[config.mk]
export PLATFORM = sky130hd
export DESIGN_NAME = gshare_branch_predictor
export DESIGN_NICKNAME = d
export VERILOG_FILES = /design/src/rtl/gshare_branch_predictor.sv
export SDC_FILE = /design/constraint.sdc
export NUM_CORES = 1
export LEC_CHECK = 0
export BUFFER_PORTS_ARGS = -buffer_cell sky130_fd_sc_hd__buf_2
export CAP_MARGIN = 0
export CORE_MARGIN = 5
export CORE_UTILIZATION = 50
export CTS_CLUSTER_DIAMETER = 40
export DETAILED_ROUTE_END_ITERATION = 16
export GPL_TIMING_DRIVEN = 0
export PLACE_DENSITY = 0.73
export SYNTH_ARGS = -nofsm -noshare
export SYNTH_HDL_FRONTEND = slang
export SYNTH_SLANG_ARGS = --single-unit
[constraint.sdc]
create_clock -name Clock -period 4.7 [get_ports Clock]
set_clock_uncertainty 0.1 [all_clocks]
set_input_delay 1.41 -clock Clock [delete_from_list [all_inputs] [get_ports Clock]]
set_output_delay 1.41 -clock Clock [all_outputs]
set_load 0.05 [all_outputs]
[src/rtl/gshare_branch_predictor.sv]
// rtl/gshare_branch_predictor.sv - gshare global-history branch predictor, optional BP_STATS_EN statistics counters
module gshare_branch_predictor #(
    parameter int PC_W       = 32,
    parameter int INDEX_BITS = 6,
    parameter int HIST_BITS  = 4,
    parameter int CTR_BITS   = 2
) (
    input  logic                  Clock,
    input  logic                  Reset_n,
    input  logic                  LookupValid_ID,
    input  logic [PC_W-1:0]       PC_ID,
    output logic                  Prediction,
    output logic                  PredValid,
    output logic [INDEX_BITS-1:0] PredIndex,
    input  logic                  UpdateValid_EX,
    input  logic [INDEX_BITS-1:0] UpdateIndex_EX,
    input  logic                  BranchDecision_EX
`ifdef BP_STATS_EN
    ,
    input  logic                  PredictedTaken_EX,
    output logic [31:0]           LookupCount,
    output logic [31:0]           MispredictCount
`endif
);

    localparam int DEPTH = 1 << INDEX_BITS;
    localparam logic [CTR_BITS-1:0] CTR_MAX  = '1;
    // Weakly-not-taken: all ones shifted right once (01 for 2 bits, 0 for 1 bit).
    localparam logic [CTR_BITS-1:0] CTR_INIT = CTR_MAX >> 1;

    // Illegal configurations are rejected at elaboration.
    if (HIST_BITS < 1 || HIST_BITS > INDEX_BITS) begin : g_bad_hist
        $error("HIST_BITS must be in 1..INDEX_BITS");
    end
    if (CTR_BITS < 1 || CTR_BITS > 4) begin : g_bad_ctr
        $error("CTR_BITS must be in 1..4");
    end
    if (PC_W < INDEX_BITS + 3) begin : g_bad_pc
        $error("PC_W too narrow for INDEX_BITS");
    end

    logic [HIST_BITS-1:0]  ghr;
    logic [HIST_BITS-1:0]  ghr_next;
    logic [CTR_BITS-1:0]   pht [DEPTH];
    logic [INDEX_BITS-1:0] idx;
    logic [CTR_BITS-1:0]   ctr_cur;
    logic [CTR_BITS-1:0]   ctr_next;
    logic                  unused_pc;

    // Only the word-aligned index field of the PC participates in hashing.
    assign unused_pc = ^{PC_ID[PC_W-1:INDEX_BITS+2], PC_ID[1:0]};
    assign idx       = PC_ID[INDEX_BITS+1:2] ^ INDEX_BITS'(ghr);
    assign ctr_cur   = pht[UpdateIndex_EX];

    if (HIST_BITS == 1) begin : g_hist1
        assign ghr_next = BranchDecision_EX;
    end else begin : g_histn
        assign ghr_next = {ghr[HIST_BITS-2:0], BranchDecision_EX};
    end

    // Saturating counter step toward the resolved direction, no wrap-around.
    always_comb begin
        ctr_next = ctr_cur;
        if (BranchDecision_EX) begin
            if (ctr_cur != CTR_MAX) ctr_next = ctr_cur + 1'b1;
        end else begin
            if (ctr_cur != '0) ctr_next = ctr_cur - 1'b1;
        end
    end

    // Pattern table: reads below see pre-edge contents, so same-index lookups get the old counter.
    always_ff @(posedge Clock or negedge Reset_n) begin
        if (!Reset_n) begin
            for (int i = 0; i < DEPTH; i++) pht[i] <= CTR_INIT;
        end else if (UpdateValid_EX) begin
            pht[UpdateIndex_EX] <= ctr_next;
        end
    end

    // Global history only advances on resolved branches.
    always_ff @(posedge Clock or negedge Reset_n) begin
        if (!Reset_n) begin
            ghr <= '0;
        end else if (UpdateValid_EX) begin
            ghr <= ghr_next;
        end
    end

    // Registered lookup result; index and prediction hold when no lookup is issued.
    always_ff @(posedge Clock or negedge Reset_n) begin
        if (!Reset_n) begin
            Prediction <= 1'b0;
            PredValid  <= 1'b0;
            PredIndex  <= '0;
        end else begin
            PredValid <= LookupValid_ID;
            if (LookupValid_ID) begin
                PredIndex  <= idx;
                Prediction <= pht[idx][CTR_BITS-1];
            end
        end
    end

`ifdef BP_STATS_EN
    // Free-running lookup and misprediction counters, wrapping modulo 2^32.
    always_ff @(posedge Clock or negedge Reset_n) begin
        if (!Reset_n) begin
            LookupCount     <= '0;
            MispredictCount <= '0;
        end else begin
            if (LookupValid_ID) LookupCount <= LookupCount + 32'd1;
            if (UpdateValid_EX && (PredictedTaken_EX != BranchDecision_EX))
                MispredictCount <= MispredictCount + 32'd1;
        end
    end
`endif

endmodule

==> results of run 1 <==
-- cell type report --
class | instances | area share (%)
flip-flops and latches | 140 | 43.4
well taps | 184 | 2.79
clock buffers | 19 | 5.36
plain buffers | 37 | 2.58
repair buffers | 22 | 1.71
clock inverters | 13 | 2.02
multi-input cells | 497 | 41.9
inverters | 5 | 0.227
-- worst max-delay path: cells and delay by family --
kind	cells	cell delay, ps
muxes	1	290
adders and majority gates	1	360
buffers and inverters	4	1560
and+or+nand+nor	2	300
AOI/OAI and AO/OA	2	730
-- cell families (layout without fill, tap and decap cells) --
| family | after synthesis | count (layout) | synth area share, % |
|---|---|---|---|
| buffers and inverters | 42 | 96 | 3.19 |
| adder cells (fa/ha/maj) | 2 | 2 | 0.310 |
| multiplexers | 134 | 134 | 22.8 |
| AO/OA/AOI/OAI | 120 | 120 | 9.49 |
| AND/OR/NAND/NOR | 233 | 233 | 14.0 |
| flip-flops | 140 | 140 | 49.3 |
| XOR/XNOR | 8 | 8 | 0.964 |
-- cells in the final DEF, fill, tap and decap left out, types with 3 or more instances in the layout --
cell type and count:
sky130_fd_sc_hd__a21oi_1 17, sky130_fd_sc_hd__a221oi_1 3, sky130_fd_sc_hd__a22oi_1 4, sky130_fd_sc_hd__a31oi_1 4, sky130_fd_sc_hd__a32oi_1 3, sky130_fd_sc_hd__and3_1 4, sky130_fd_sc_hd__and3b_1 3, sky130_fd_sc_hd__buf_2 24
sky130_fd_sc_hd__buf_6 9, sky130_fd_sc_hd__bufinv_16 3, sky130_fd_sc_hd__clkbuf_1 21, sky130_fd_sc_hd__clkbuf_16 17, sky130_fd_sc_hd__clkinvlp_4 6, sky130_fd_sc_hd__dfrtp_1 76, sky130_fd_sc_hd__dfstp_2 64, sky130_fd_sc_hd__inv_1 5
sky130_fd_sc_hd__mux2_2 80, sky130_fd_sc_hd__mux2i_1 37, sky130_fd_sc_hd__mux4_2 17, sky130_fd_sc_hd__nand2_1 165, sky130_fd_sc_hd__nand2b_1 4, sky130_fd_sc_hd__nand3_1 9, sky130_fd_sc_hd__nand3b_1 3, sky130_fd_sc_hd__nand4_1 5
sky130_fd_sc_hd__nor2_1 16, sky130_fd_sc_hd__nor2b_1 4, sky130_fd_sc_hd__nor3b_1 3, sky130_fd_sc_hd__nor4_1 8, sky130_fd_sc_hd__o211ai_1 3, sky130_fd_sc_hd__o21ai_0 60, sky130_fd_sc_hd__o21ai_1 7, sky130_fd_sc_hd__o22ai_1 12
sky130_fd_sc_hd__xnor2_1 4, sky130_fd_sc_hd__xor2_1 4
-- cells in the mapped netlist, drive strengths merged, types with 4 or more instances --
| master | count |
|---|---|
| mux2i | 37 |
| nor2b | 4 |
| and3 | 4 |
| a21oi | 17 |
| dfstp | 64 |
| nand3 | 9 |
| xnor2 | 4 |
| nand2 | 165 |
| dfrtp | 76 |
| buf | 17 |
| nor4 | 8 |
| nor2 | 16 |
| mux4 | 17 |
| nor3 | 4 |
| a22oi | 4 |
| inv | 5 |
| a31oi | 4 |
| mux2 | 80 |
| o22ai | 12 |
| xor2 | 4 |
| nand2b | 4 |
| clkbuf | 20 |
| o21ai | 67 |
| nand4 | 5 |
-- sequential cells by signal (all words and copies together) (netlist names) --
| register | count |
|---|---|
| PredIndex | 6 |
| pht | 128 |
| Prediction | 1 |
| PredValid | 1 |
| ghr | 4 |
-- layer usage --
metal / vias to the layer above / track usage (%)
met2: 278 / 40.2
met3: 67 / 6.63
met4: 0 / 12.6
li1: 2523 / -
met5: - / 0
met1: 2838 / 34.3
-- per-stage QoR --
step	setup slack, ps	instances	total power [W]	hold slack (ps)
4_1_cts	361	916	0.00345	367
3_5_place_dp	-63.6	884	0.00206	358
2_1_floorplan	761	679	0.00185	342
5_1_grt	62.0	917	0.00358	382
3_3_place_gp	-212	883	0.00203	354
6_report	273	917	0.00345	366
-- path summary, 6_finish.rpt --
kind	start	to	slack [ps]	depth (start not counted)
worst max-delay path	UpdateIndex_EX[0]	pht[58]$_DFFE_PN1P_	270	10
worst min-delay path	pht[82]$_DFFE_PN1P_	pht[82]$_DFFE_PN1P_	370	2
worst max register to register	pht[121]$_DFFE_PN0P_	pht[58]$_DFFE_PN1P_	1400	7
worst min register to register	pht[82]$_DFFE_PN1P_	pht[82]$_DFFE_PN1P_	370	2
max in group asynchronous	Reset_n	pht[106]$_DFFE_PN1P_	2820	2
min in group asynchronous	Reset_n	pht[45]$_DFFE_PN0P_	870	1
-- where the power goes --
| group | total [W] | internal (W) | switching [W] |
|---|---|---|---|
| registers | 0.00148 | 0.00139 | 0.0000886 |
| clock network | 0.00139 | 0.000850 | 0.000543 |
| logic | 0.000577 | 0.000206 | 0.000371 |
| total | 0.00345 | 0.00245 | 0.00100 |
==> reports/qor.csv, run 1 <==
stage;metric;value;unit
place;hpwlAfterDp;14400;um
worst_setup_path;worstSetupEndpointType;flip-flop;
cts;cts.repair_timing.setup_buffer_count;0;
cells_and_area;antenna_cells_inserted;0;
yosys;post_synth_inst_count;679;
cells_and_area;multi_input_gate_area;3460;um^2
detailed_routing;drt_first_pass_iters;5;
yosys;share_of_async_settable_or_async_resettable_flops_after_synthesis;100;%
worst_setup_path;startpoint_type;input port;
cts;cts.reportedPaths.clkPinSlew;60;ps
yosys;synth.distinct_cells;46;
global_route;grt.overflow.total;0;
cells_and_area;drive_above_1_share;32.1;%
detailed_routing;wl_final;20800;um
cells_and_area;postLayoutCellArea;8260;um^2
worst_hold_path;hold_path_class;reg2reg;
timing;final_min_period_over_clock_period;94.2;%
run_status;run_status;completed;
global_route;antenna_found_initial;0;
power_and_ir_drop;pwr_density_cell;418;nW/um^2
cts;clock_sinks;140;
yosys;synth_top_flop_cell;sky130_fd_sc_hd__dfrtp_1;
worst_setup_path;required;4930;ps
worst_setup_path;critical_path_arrival;4660;ps
timing;report.final.slew_viol_count;0;
detailed_routing;vias_per_cell;6.22;
place;io_buffers;20;
detailed_routing;route.met2.wl;9880;um
timing;rsz0062_at_grt;false;
yosys;synth-seq-cells;140;
cts;cts-hold-fix-buffers;0;
cells_and_area;area_growth;13.6;%
cts;tritoncts.num_buffers;17;
cts;cts.root.buffer_cell;sky130_fd_sc_hd__clkbuf_16;
global_route;global_route.usage.total;26.0;%
worst_setup_path;timing.critical_path.slowest_cell_delay;540;ps
yosys;postSynthNetCount;722;
yosys;number_of_flops_mapped_to_enable_cells_by_yosys;0;
timing;max_slew.worst_pin.slew;1310;ps
floorplanning;std_cell_rows;44;
cells_and_area;ff_latch_area;3580;um^2
floorplanning;floorplan.initialDensity;50.6;%
yosys;synthDominantCellAreaShare;26.2;%
timing;finalSetupViolations;0;
detailed_routing;remaining_drc_errors;0;
floorplanning;ioPinCount;51;
floorplanning;die_area;17000;um^2
detailed_routing;routed-via-count;5706;
place;placed_area;7640;um^2
cts;tritoncts;yes;
yosys;ys_seq_area_share;49.3;%
detailed_routing;wire_per_inst;22.7;um
worst_setup_path;cpMostUsedCell;sky130_fd_sc_hd__buf_2;
timing;timing.final.crit_period;4430;ps
floorplanning;chipHeight;131;um
global_route;grt_pass1_vias;5798;
yosys;syn_avg_cell_area;10.7;um^2
floorplanning;floorplan.die.width;131;um
worst_setup_path;slowest_stage;sky130_fd_sc_hd__buf_1;
detailed_routing;m1WireLength;8570;um
cells_and_area;nFillCells;1181;
worst_setup_path;path_max_fanout;10;
detailed_routing;route.antenna.remaining_nets;0;
timing;fin_tns_setup;0;ps
worst_setup_path;critical_path.cell_chain;buf_2, buf_1, buf_2, mux2i_1, nor3_1, a2111oi_0, and2_1, maj3_2, clkbuf_1, o21ai_0;
yosys;synth.largest_area_cell;sky130_fd_sc_hd__dfrtp_1;
power_and_ir_drop;total_leakage_power;3.44;nW
yosys;synth.yosys.warnings;0;
global_route;maximum_number_of_pins_on_one_net_before_global_route_repair;72;
cells_and_area;number_of_nets_in_the_finished_design;763;
cts;h-tree-depth;4;
power_and_ir_drop;ir_worst_vdd;0.000286;V
global_route;grt_pass1_wl;32900;um
timing;timing.final.hold_violations;0;
detailed_routing;route.top_layer_used;met4;
cts;cts.repair.resized;0;
yosys;syn_area;7270;um^2
cts;clock_insertion_delay_worst_skew;430;ps
detailed_routing;wl_met3;1610;um
floorplanning;fp.coreArea;14400;um^2
timing;slew_headroom;11.9;%
detailed_routing;initialDrtViolationCount;621;
place;gp_congestion;0.989;
cts;clock_path_buffers;2;
timing;fmaxAchievable;0.226;GHz
worst_setup_path;critPathKind;in2reg;
run;cap_violations;0;
yosys;synth_area_leaders;sky130_fd_sc_hd__dfrtp_1 (26%), sky130_fd_sc_hd__dfstp_2 (23%), sky130_fd_sc_hd__mux2_2 (12%);
cells_and_area;final_core_util;57.5;%
No activity file was read; power rests on OpenSTA's default activity.
==> run 2, diff against run 1 <==
--- a/config.mk
+++ b/config.mk
@@ -13,3 +13,3 @@
 export DETAILED_ROUTE_END_ITERATION = 16
-export GPL_TIMING_DRIVEN = 0
+export GPL_TIMING_DRIVEN = 1
 export PLACE_DENSITY = 0.73
==> constraint.sdc (replaced) <==
create_clock -name Clock -period 4.7 [get_ports Clock]
set_clock_uncertainty 0.1 [all_clocks]
set_input_delay 0.235 -clock Clock [delete_from_list [all_inputs] [get_ports Clock]]
set_output_delay 0.235 -clock Clock [all_outputs]
set_load 0.05 [all_outputs]
==> reports/qor.csv, run 2 (same netlist as run 1, synthesis figures left out) <==
stage;metric;value;unit;change
global_route;grt.overflow.total;0;;unchanged
worst_setup_path;path_max_fanout;64;;+54
cts;clock_path_buffers;2;;unchanged
global_route;grt_pass1_wl;29600;um;-10%
cts;clock_insertion_delay_worst_skew;430;ps;about the same
worst_setup_path;required;4900;ps;-30 ps
cells_and_area;antenna_cells_inserted;0;;unchanged
cells_and_area;postLayoutCellArea;8160;um^2;-1.2%
power_and_ir_drop;sequential_power_share;43.6;%;+0.7 points
timing;finalSetupViolations;0;;unchanged
place;placed_area;7530;um^2;-1.5%
floorplanning;std_cell_rows;44;;unchanged
timing;final_critical_path_setup_slack;1090;ps;+818 ps
floorplanning;fp.coreArea;14400;um^2;unchanged
worst_hold_path;hold_path_class;in2reg;;
worst_setup_path;critical_path_arrival;3810;ps;-850 ps
cells_and_area;drive_above_1_share;32.6;%;+0.57 points
power_and_ir_drop;p_int;0.00245;W;about the same
detailed_routing;initialDrtViolationCount;537;;-14%
detailed_routing;routed-via-count;5425;;-4.9%
detailed_routing;wl_final;18700;um;-10%
cells_and_area;registers.top_by_ff_count;pht;;
power_and_ir_drop;share_clk_of_total_power;40.1;%;-0.3 points
detailed_routing;vias_per_cell;6.06;;-2.6%
cells_and_area;nFillCells;1196;;+1.3%
global_route;maximum_number_of_pins_on_one_net_before_global_route_repair;94;;+31%
power_and_ir_drop;share_of_total_power_in_combinational_logic;16.2;%;-0.5 points
timing;fmaxAchievable;0.277;GHz;+23%
timing;max_slew.worst_pin.slew;1180;ps;-131 ps
floorplanning;floorplan.die.width;131;um;unchanged
cells_and_area;layout_top_registers;pht (128), PredIndex (6), ghr (4);;
global_route;grt_pass1_vias;5535;;-4.5%
place;gp_congestion;0.910;;-8.0%
cts;cts.root.buffer_cell;sky130_fd_sc_hd__clkbuf_16;;
power_and_ir_drop;ir_worst_vdd;0.000245;V;-14%
timing;hold_slack;19.0;ps;-347 ps
cells_and_area;layout.cells.most_common;sky130_fd_sc_hd__nand2_1;;
cts;tritoncts.num_buffers;17;;unchanged
cts;cts.repair.resized;0;;unchanged
power_and_ir_drop;pwr_density_cell;415;nW/um^2;-0.70%
worst_setup_path;critPathKind;in2reg;;
cts;clock_sinks;140;;unchanged
floorplanning;die_area;17000;um^2;unchanged
detailed_routing;wire_per_inst;20.9;um;-8.0%
timing;rsz0062_at_grt;false;;
detailed_routing;remaining_drc_errors;0;;unchanged
worst_setup_path;worstSetupEndpointType;flip-flop;;
cells_and_area;layout.cells.most_common_list;sky130_fd_sc_hd__nand2_1 (165), sky130_fd_sc_hd__mux2_2 (80), sky130_fd_sc_hd__dfrtp_1 (76), sky130_fd_sc_hd__dfstp_2 (64), sky130_fd_sc_hd__o21ai_0 (60);;
place;hpwlAfterDp;12100;um;-16%
run_status;run_status;completed;;
place;io_buffers;24;;+20%
cts;tritoncts;yes;;
timing;final_min_period_over_clock_period;76.8;%;-17 points
global_route;global_route.usage.total;23.0;%;-3.0 points
floorplanning;chipHeight;131;um;unchanged
global_route;antenna_found_initial;0;;unchanged
timing;slew_headroom;21.3;%;+9.4 points
timing;fin_tns_setup;0;ps;unchanged
power_and_ir_drop;p_switching;0.000939;W;-6.3%
cells_and_area;area_growth;12.3;%;
power_and_ir_drop;netSwitchingFraction;27.7;%;-1.3 points
worst_setup_path;startpoint_type;input port;;
timing;timing.final.hold_violations;0;;unchanged
floorplanning;ioPinCount;51;;unchanged
cts;cts.reportedPaths.clkPinSlew;60;ps;about the same
power_and_ir_drop;total_leakage_power;3.41;nW;-0.62%
timing;report.final.slew_viol_count;0;;unchanged
detailed_routing;drt_first_pass_iters;5;;unchanged
cts;h-tree-depth;4;;unchanged
cells_and_area;number_of_nets_in_the_finished_design;741;;-2.9%
cells_and_area;largest_reg_flops;128;;unchanged
place;detailedPlace.worstSlack;713;ps;+777 ps
run;cap_violations;0;;unchanged
detailed_routing;route.antenna.remaining_nets;0;;unchanged
timing;timing.final.crit_period;3610;ps;-818 ps
floorplanning;floorplan.initialDensity;50.6;%;unchanged
## run 2: area by class of cell
type / instances / area (um^2) / area share [%]
Clock inverter: 11 / 143 / 1.75
Inverter: 5 / 18.8 / 0.230
Timing Repair Buffer: 37 / 244 / 2.99
Clock buffer: 21 / 460 / 5.64
Sequential cell: 140 / 3580 / 43.9
Tap cell: 184 / 230 / 2.82
Multi-Input combinational cell: 497 / 3480 / 42.6
## run 2: final timing paths
| kind | from | to | slack, ps | cells past startpoint |
|---|---|---|---|---|
| worst min-delay path | BranchDecision_EX | ghr[0]$_DFFE_PN0P_ | 20 | 2 |
| max in group asynchronous | Reset_n | pht[89]$_DFFE_PN0P_ | 3030 | 3 |
| min in group asynchronous | Reset_n | PredIndex[3]$_DFFE_PN0P_ | 350 | 2 |
| worst min register to register | pht[80]$_DFFE_PN1P_ | pht[80]$_DFFE_PN1P_ | 370 | 2 |
| worst max-delay path | UpdateIndex_EX[1] | pht[67]$_DFFE_PN0P_ | 1090 | 9 |
| worst max register to register | pht[49]$_DFFE_PN0P_ | pht[67]$_DFFE_PN0P_ | 1460 | 7 |
## run 2: timing repair
action	CTS	global route
buffers inserted	0	0
endpoints found under the hold margin	55	0
hold buffers	3	0
## run 2: through the flow
step                util (%)  power [W]  std cells
floorplan                  -    0.00185        679
global placement        52.4    0.00201        860
detailed placement      52.4    0.00203        860
CTS                     56.8    0.00339        895
global route            56.8    0.00352        895
finish                  56.8    0.00339        895
## run 2: metal layers
metal	wire [um]	part of all wire, %	GRT usage, %
met3	1170	6.2	5.69
met5	0	0	0
met1	7880	42	29.4
met2	9060	48	37.3
met4	605	3.2	10.2
## run 2: critical path, cell delays in order
cell and delay (ps):
sky130_fd_sc_hd__buf_2 560, sky130_fd_sc_hd__buf_4 360, sky130_fd_sc_hd__mux2_2 360, sky130_fd_sc_hd__a221oi_1 250, sky130_fd_sc_hd__o21ai_1 140, sky130_fd_sc_hd__a2111oi_1 520, sky130_fd_sc_hd__nand2_1 130, sky130_fd_sc_hd__maj3_2 750
sky130_fd_sc_hd__mux2_2 460
## run 2: power by group through the flow
| stage | combinational, W | clock [W] | sequential, W |
|---|---|---|---|
| final | 0.000550 | 0.00136 | 0.00148 |
| after global routing | 0.000593 | 0.00143 | 0.00149 |
| after CTS | 0.000546 | 0.00137 | 0.00148 |
| after detailed placement | 0.000542 | 0 | 0.00149 |
| after global placement | 0.000523 | 0 | 0.00148 |
| after floorplan | 0.000342 | 0 | 0.00151 |
